==> src/rtl/hub75_panel_rx.sv <==
`default_nettype none
// ============================================================================
// Module   : hub75_panel_rx
// Purpose  : Receive-side emulation of a HUB75 LED panel. It oversamples the
//            panel pins on the fabric clock, behaves as the column shift
//            register and the row latch, and replays each latched row as a
//            valid/ready pixel stream. It also raises sticky protocol flags.
// Ports    :
//   clk, rst_n           fabric clock, asynchronous active-low reset
//   led_clk, led_latch   panel shift clock and row latch (asynchronous)
//   led_oe               panel output enable, active low
//   dmux [ROW_BITS]      row address
//   rgb  [6]             {r0,g0,b0,r1,g1,b1} column data
//   clr_flags            one-cycle pulse clearing the sticky flags
//   pix_valid/pix_ready  pixel stream handshake
//   pix_row/pix_col/pix_rgb  row address, column and data of the pixel
//   row_done             pulse on the handshake of the last column
//   short_row, overrun, latch_while_on  sticky protocol flags
// Revision : 1.0  initial release
// ============================================================================
module hub75_panel_rx #(
  parameter int COLS        = 64,
  parameter int ROW_BITS    = 4,
  parameter int SYNC_STAGES = 2
) (
  input  logic                          clk,
  input  logic                          rst_n,
  input  logic                          led_clk,
  input  logic                          led_latch,
  input  logic                          led_oe,
  input  logic [ROW_BITS-1:0]           dmux,
  input  logic [5:0]                    rgb,
  input  logic                          clr_flags,
  output logic                          pix_valid,
  input  logic                          pix_ready,
  output logic [ROW_BITS-1:0]           pix_row,
  output logic [$clog2(COLS)-1:0]       pix_col,
  output logic [5:0]                    pix_rgb,
  output logic                          row_done,
  output logic                          short_row,
  output logic                          overrun,
  output logic                          latch_while_on
);

  localparam int COL_W  = $clog2(COLS);
  // shift_cnt must be able to hold COLS+1 (saturation value)
  localparam int CNT_W  = $clog2(COLS + 2);
  localparam int IN_W   = 3 + ROW_BITS + 6;
  // Fewer than two stages would not be a synchroniser at all
  localparam int STAGES = (SYNC_STAGES < 2) ? 2 : SYNC_STAGES;

  // --------------------------------------------------------------------------
  // Input synchroniser: all panel pins travel through the same pipeline so
  // data, address and strobes stay aligned with each other.
  // --------------------------------------------------------------------------
  logic [IN_W-1:0] raw;
  logic [IN_W-1:0] sync_q [STAGES];

  assign raw = {led_clk, led_latch, led_oe, dmux, rgb};

  always_ff @(posedge clk or negedge rst_n) begin
    if (!rst_n) begin
      for (int i = 0; i < STAGES; i++) sync_q[i] <= '0;
    end else begin
      sync_q[0] <= raw;
      for (int i = 1; i < STAGES; i++) sync_q[i] <= sync_q[i-1];
    end
  end

  logic                s_clk;
  logic                s_latch;
  logic                s_oe;
  logic [ROW_BITS-1:0] s_dmux;
  logic [5:0]          s_rgb;

  assign s_clk   = sync_q[STAGES-1][IN_W-1];
  assign s_latch = sync_q[STAGES-1][IN_W-2];
  assign s_oe    = sync_q[STAGES-1][IN_W-3];
  assign s_dmux  = sync_q[STAGES-1][6 +: ROW_BITS];
  assign s_rgb   = sync_q[STAGES-1][5:0];

  // Edge detection against one extra flop after the last stage
  logic clk_prev;
  logic latch_prev;
  logic clk_rise;
  logic latch_rise;

  always_ff @(posedge clk or negedge rst_n) begin
    if (!rst_n) begin
      clk_prev   <= 1'b0;
      latch_prev <= 1'b0;
    end else begin
      clk_prev   <= s_clk;
      latch_prev <= s_latch;
    end
  end

  assign clk_rise   = s_clk & ~clk_prev;
  assign latch_rise = s_latch & ~latch_prev;

  // --------------------------------------------------------------------------
  // Column shift register. sr_next is the post-shift view so a latch seen in
  // the same cycle as a shift captures the freshly shifted column too.
  // --------------------------------------------------------------------------
  logic [5:0] sr      [COLS];
  logic [5:0] sr_next [COLS];

  always_comb begin
    sr_next[0] = clk_rise ? s_rgb : sr[0];
    for (int i = 1; i < COLS; i++) begin
      sr_next[i] = clk_rise ? sr[i-1] : sr[i];
    end
  end

  always_ff @(posedge clk or negedge rst_n) begin
    if (!rst_n) begin
      for (int i = 0; i < COLS; i++) sr[i] <= '0;
    end else begin
      for (int i = 0; i < COLS; i++) sr[i] <= sr_next[i];
    end
  end

  // Shift counter, saturating at COLS+1 so "too many" stays distinguishable
  logic [CNT_W-1:0] shift_cnt;
  logic [CNT_W-1:0] cnt_next;

  always_comb begin
    cnt_next = shift_cnt;
    if (clk_rise && (shift_cnt != CNT_W'(COLS + 1))) begin
      cnt_next = shift_cnt + CNT_W'(1);
    end
  end

  always_ff @(posedge clk or negedge rst_n) begin
    if (!rst_n) begin
      shift_cnt <= '0;
    end else if (latch_rise) begin
      shift_cnt <= '0;
    end else begin
      shift_cnt <= cnt_next;
    end
  end

  // --------------------------------------------------------------------------
  // Stream FSM
  // --------------------------------------------------------------------------
  typedef enum logic [0:0] {
    IDLE   = 1'b0,
    STREAM = 1'b1
  } state_t;

  state_t           state;
  state_t           state_nx;
  logic [COL_W-1:0] col;
  logic             load;
  logic             col_inc;
  logic             overrun_set;
  logic             last_col;

  assign last_col = (col == COL_W'(COLS - 1));

  always_ff @(posedge clk or negedge rst_n) begin
    if (!rst_n) state <= IDLE;
    else        state <= state_nx;
  end

  always_comb begin
    state_nx    = state;
    pix_valid   = 1'b0;
    load        = 1'b0;
    col_inc     = 1'b0;
    row_done    = 1'b0;
    overrun_set = 1'b0;
    case (state)
      IDLE: begin
        if (latch_rise) begin
          load     = 1'b1;
          state_nx = STREAM;
        end
      end
      STREAM: begin
        pix_valid = 1'b1;
        // A latch while streaming (including the final beat) is dropped
        overrun_set = latch_rise;
        if (pix_ready) begin
          col_inc = 1'b1;
          if (last_col) begin
            row_done = 1'b1;
            state_nx = IDLE;
          end
        end
      end
      default: state_nx = IDLE;
    endcase
  end

  // Column pointer and row hold buffer
  logic [5:0]          hold [COLS];
  logic [ROW_BITS-1:0] row_reg;

  always_ff @(posedge clk or negedge rst_n) begin
    if (!rst_n) begin
      col <= '0;
    end else if (load) begin
      col <= '0;
    end else if (col_inc) begin
      col <= last_col ? '0 : col + COL_W'(1);
    end
  end

  always_ff @(posedge clk or negedge rst_n) begin
    if (!rst_n) begin
      for (int i = 0; i < COLS; i++) hold[i] <= '0;
      row_reg <= '0;
    end else if (load) begin
      for (int i = 0; i < COLS; i++) hold[i] <= sr_next[i];
      row_reg <= s_dmux;
    end
  end

  assign pix_col = col;
  assign pix_rgb = hold[col];
  assign pix_row = row_reg;

  // --------------------------------------------------------------------------
  // Sticky flags: a set event beats a simultaneous clear
  // --------------------------------------------------------------------------
  logic short_set;
  logic lwo_set;

  assign short_set = latch_rise && (cnt_next != CNT_W'(COLS));
  assign lwo_set   = latch_rise && !s_oe;

  always_ff @(posedge clk or negedge rst_n) begin
    if (!rst_n) begin
      short_row      <= 1'b0;
      overrun        <= 1'b0;
      latch_while_on <= 1'b0;
    end else begin
      short_row      <= short_set   | (short_row      & ~clr_flags);
      overrun        <= overrun_set | (overrun        & ~clr_flags);
      latch_while_on <= lwo_set     | (latch_while_on & ~clr_flags);
    end
  end

endmodule
`default_nettype wire

==> config.mk <==
export PLATFORM = sky130hd
export DESIGN_NAME = hub75_panel_rx
export DESIGN_NICKNAME = d
export VERILOG_FILES = /design/src/rtl/hub75_panel_rx.sv
export SDC_FILE = /design/constraint.sdc
export NUM_CORES = 1
export LEC_CHECK = 0
export CAP_MARGIN = 20
export CELL_PAD_IN_SITES_DETAIL_PLACEMENT = 0
export CELL_PAD_IN_SITES_GLOBAL_PLACEMENT = 1
export CORE_ASPECT_RATIO = 1.75
export CORE_MARGIN = 2
export CORE_UTILIZATION = 53
export CTS_CLUSTER_SIZE = 25
export DETAILED_ROUTE_END_ITERATION = 8
export GPL_ROUTABILITY_DRIVEN = 0
export GPL_TIMING_DRIVEN = 0
export PLACE_DENSITY = 0.83
export SLEW_MARGIN = 5
export SYNTH_ARGS = -nofsm -noshare
export SYNTH_HDL_FRONTEND = slang
export SYNTH_SLANG_ARGS = --single-unit
==> constraint.sdc <==
create_clock -name clk -period 3.35 [get_ports clk]
set_clock_uncertainty 0.1 [all_clocks]
set_input_delay 0.335 -clock clk [delete_from_list [all_inputs] [get_ports clk]]
set_output_delay 0.335 -clock clk [all_outputs]
set_load 0.1 [all_outputs]
Word-level counts from Yosys, hierarchy flattened --
Index checks and enable logic that the tools add are counted.
Storage, ports and cells: register bits 817, bits in latches 0, RAM bits 0, ROM bits 0, bits of input ports 17, output and inout port bits 21, memories 0
Operators by class: $add $sub $neg 2, multipliers 0, div/mod/pow operators 0, magnitude comparators 1, equality and inequality tests 3, shift operators 0, multiplexer cells 84, bitwise logic cells 13, reductions and logical operators 5
Operator list (count):
- $mux 6 | 69
- $bmux 6 s6 | 1
- $mux 7 | 2
- $ne 7x7->1 const B | 2
- $mux 1 | 11
- $add 7x1->7 const B | 1
- $ge 7x7->1 const B | 1
- $not 6->7 | 1
- $add 6x1->6 const B | 1
- $eq 6x6->1 const B | 1
- $and 1x1->1 | 5
- $not 1->1 | 4
- $logic_and 1x1->1 | 3
- $or 1x1->1 | 3
- $pmux 1 s2 | 1
- $reduce_bool 2->1 | 1
- $logic_not 1->1 | 1

Logic depth before layout (Yosys ltp) --
Gate-level depths: netlist of the first run.
word-level depth 7, depth in mapped cells 9, mapped depth without buffers 7

Worst setup path before layout of the first run --
OpenSTA, ideal clock, no wires.
kind register to output, start point register col[1] (netlist: pix_col[1]), end point output pix_rgb[5], arrival 3869 ps, data required time 2915 ps, path slack -954 ps, stages on the path, launching flop included 8, path buffers 2, cell sequence dfrtp_1 > buf_2 > clkbuf_1 > nand2_1 > o221ai_1 > a21oi_1 > a211o_1 > a32oi_1
Between the ends: word-level cells in the longest chain between the ends 4
RTL lines:
- start, declared | line 154 | logic [COL_W-1:0] col;
- start signal, assigned | line 207 | col <= last_col ? '0 : col + COL_W'(1);
- $not 6->7 (not written as such) | line 222 | assign pix_rgb = hold[col];
- $bmux 6 s6 | line 222
- $mux 6 (not written as such) (2 in a row) | line 222
- end, declared | line 38 | output logic [5:0] pix_rgb,
No other way between the ends. The select of a mux whose other input is x is not followed.

Worst setup path after layout of the first run --
start point register col[1] (netlist: pix_col[1]), end point output pix_rgb[3]
Same word-level chain as after synthesis.

==> results.json, run 1 <==
{
  "io_buffers": 36,
  "avgSynthCellArea_um2": 9.19,
  "arrival_ns": 3.11,
  "synthTopCellsByCount": "nand2_1, dfrtp_1, clkbuf_1",
  "first_pass_iters": 6,
  "grt_pass1_vias": 25471,
  "syn_inst": 3638,
  "ys_top_cells_by_area": "dfrtp_1, nand2_1, mux4_2, clkbuf_1, mux4_1",
  "cellLeakagePower_nw": 20.9,
  "fin_area_um2": 38500,
  "synth_edf_count": 0,
  "io_pins": 38,
  "cts_tree": "yes",
  "overflow": 0,
  "finalSetupTns_ns": -0.965,
  "placed_cell_area_um2": 35100,
  "drcViolationCount": 0,
  "crit_family": "buffers and inverters",
  "max_slew.worst_pin.slew_ns": 1.01,
  "synthesis.nets": 3658,
  "critPathSlowestCell": "dfrtp_1",
  "cp_num_buf_inv": 4,
  "clk_path_buf_depth": 3,
  "critical_path.cell_chain": "buf_4, buf_6, buf_12, mux4_2, a22oi_1, nand2_1, a211oi_2, a21oi_4, buf_12",
  "grtUsageTotal": 0.286,
  "die_area_um2": 65200,
  "die_h_um": 336,
  "area_growth_pct": 15.1,
  "synth-main-ff-cell": "dfrtp_1",
  "wirelength_um": 90700,
  "drv_slew": 0,
  "htreeDepth": 3,
  "wl_per_cell_um": 19.6,
  "cts_root_buf": "clkbuf_16",
  "grt_pass1_wl_um": 144000,
  "crit_type": "reg -> out",
  "status": "finished, violations left",
  "syn-cell-area_um2": 33400,
  "period_minus_slack_ns": 3.55,
  "holdCritPathClass": "in -> reg",
  "worst_slew_margin_rel": 0.326,
  "yosysMostFrequentCell": "nand2_1",
  "max-cap-violations": 0,
  "ys_seq_area_frac": 0.611,
  "setup_viol": 6,
  "ys.warnings.count": 0,
  "critPathLaunchType": "flop",
  "ys_ff_latch": 817,
  "ant_nets": 0,
  "start_util": 0.536,
  "clock_sinks": 817,
  "ys_types": 50,
  "rsz0062_at_grt": "true",
  "cp_slowest_stage_delay_ns": 0.45,
  "nNetsFinal": 3800,
  "drive_above_1_share": 0.0857,
  "vias": 25032,
  "final_util": 0.617,
  "async_reset_ff_frac": 1.00,
  "antenna_found_initial": 0,
  "hpwl_um": 63400,
  "grt_max_degree": 120,
  "synth_top_area_share": 0.611,
  "violations": "setup timing",
  "crit_fanout": 10,
  "yosys.area.top_type": "dfrtp_1",
  "die_w_um": 194,
  "core_area_um2": 62400,
  "worst_slack_ns": -0.196,
  "drtIter0Drc": 1851,
  "crit_path_end_kind": "output port",
  "cp_common_cell": "buf_12",
  "rows": 121,
  "cts.clk_slew.worst_paths_ns": 0.06,
  "via_per_inst": 5.40,
  "hold_viol_final": 0,
  "cts_buffers": 74,
  "worstPathRequired_ns": 2.91,
  "clk_latency_ns": 0.64,
  "period_share": 1.06,
  "powerDensity_nw_per_um2": 613,
  "irDropWorstVdd_mv": 1.04,
  "max_freq_mhz": 282
}
-- metal layers --
| metal | up-vias | GRT usage | wire (um) |
|---|---|---|---|
| met1 | 12459 | 0.346 | 35300 |
| met2 | 639 | 0.508 | 46900 |
| li1 | 11723 | - | - |
| met5 | - | 0 | 0 |
| met4 | 0 | 0.134 | 4560 |
| met3 | 211 | 0.0382 | 4000 |
-- report_power, final --
group | internal, W | switching (W)
sequential | 0.0101 | 0.000223
clock | 0.00516 | 0.00374
combinational | 0.00137 | 0.00293
total | 0.0167 | 0.00690
-- registers in the layout, indices dropped and copies added, names as in the netlist, 4 cells and up --
register / cells
hold: 384
pix_col: 6
pix_row: 4
s_dmux: 4
s_rgb: 6
shift_cnt: 7
sr: 384
sync_q: 13
-- stage by stage --
| stage | std cells | setup WS, ns | hold WS (ns) | total power (W) |
|---|---|---|---|---|
| final | 4639 | -0.196 | 0.0444 | 0.0236 |
| after global routing | 4638 | -0.244 | 0.0264 | 0.0243 |
| after CTS | 4625 | -0.226 | 0.0143 | 0.0236 |
| after detailed placement | 4481 | -1.51 | 0.226 | 0.0142 |
| after global placement | 4473 | -33.08 | 0.234 | 0.0141 |
| after floorplan | 3638 | 0.00788 | -0.0606 | 0.0126 |
-- placed cells by master, fill, tap and decap left out, types with 4 or more instances in the layout --
master | synthesis | routed
buf_4 | 5 | 16
clkdlybuf4s50_1 | 0 | 28
buf_8 | 0 | 6
nand4_1 | 4 | 4
mux2i_4 | 0 | 4
nor2b_1 | 4 | 4
buf_12 | 2 | 16
nand3_1 | 7 | 7
bufinv_16 | 0 | 5
mux2i_1 | 15 | 9
a21oi_1 | 16 | 9
clkbuf_16 | 0 | 80
clkbuf_2 | 0 | 5
buf_6 | 5 | 5
buf_1 | 23 | 22
clkbuf_1 | 165 | 173
mux4_1 | 11 | 5
dfrtp_1 | 817 | 816
nand2_1 | 2324 | 2321
a22oi_1 | 15 | 8
nand2b_1 | 6 | 5
o22ai_2 | 0 | 5
inv_1 | 8 | 8
o211ai_1 | 5 | 5
mux4_2 | 79 | 85
clkbuf_8 | 0 | 21
a31oi_1 | 10 | 9
a22oi_2 | 0 | 7
a21oi_2 | 0 | 5
buf_16 | 0 | 14
o22ai_1 | 21 | 13
nor2_2 | 0 | 5
nor2_1 | 26 | 19
xor2_1 | 5 | 5
clkinv_2 | 0 | 13
o21ai_0 | 7 | 6
-- cells by family after synthesis --
logic type                 share of synthesized area
adders and majority gates                    0.00112
DFF                                            0.611
and+or+nand+nor                                0.271
buffers and inverters                         0.0275
xor gates and xnor gates                     0.00183
muxes                                         0.0667
AOI/OAI and AO/OA                             0.0203
-- area by class of cell --
cell class / count / area [um2]
fillers: 5292 / 23900
flip-flops and latches: 817 / 20400
multi-input cells: 2603 / 12400
clock buffers: 116 / 2330
plain buffers: 207 / 1100
well taps: 799 / 1000
repair buffers: 68 / 941
clock inverters: 19 / 224
inverters: 9 / 38.8
diodes: 1 / 2.50
-- final timing paths --
kind,startpoint,endpoint,slack [ns],cells past startpoint
max,pix_col[1],pix_rgb[3],-0.20,9
min,dmux[2],sync_q[21],0.04,1
max reg2reg,s_clk,hold[42],0.38,8
min reg2reg,sync_q[14],s_rgb[1],0.25,0
max in group asynchronous,rst_n,hold[121],0.65,6
min in group asynchronous,rst_n,sr[7],0.15,2
-- what timing repair did --
item	4_1_cts	5_1_grt
gates resized for setup	157	35
cloned	2	1
hold buffers	1	0
buffers inserted	7	13
endpoints found under the setup margin	7	54
pin swaps	7	12
endpoints found under the hold margin	70	0
(Power assumes the default switching activity.)
==> run 2, diff against run 1 <==
--- a/config.mk
+++ b/config.mk
@@ -5,6 +5,7 @@
 export SDC_FILE = /design/constraint.sdc
 export NUM_CORES = 1
 export LEC_CHECK = 0
+export ABC_CLOCK_PERIOD_IN_PS = 3350
 export CAP_MARGIN = 20
 export CELL_PAD_IN_SITES_DETAIL_PLACEMENT = 0
 export CELL_PAD_IN_SITES_GLOBAL_PLACEMENT = 1
==> results of run 2 <==
Final layout, timing and power as in run 1 (identical DEF).
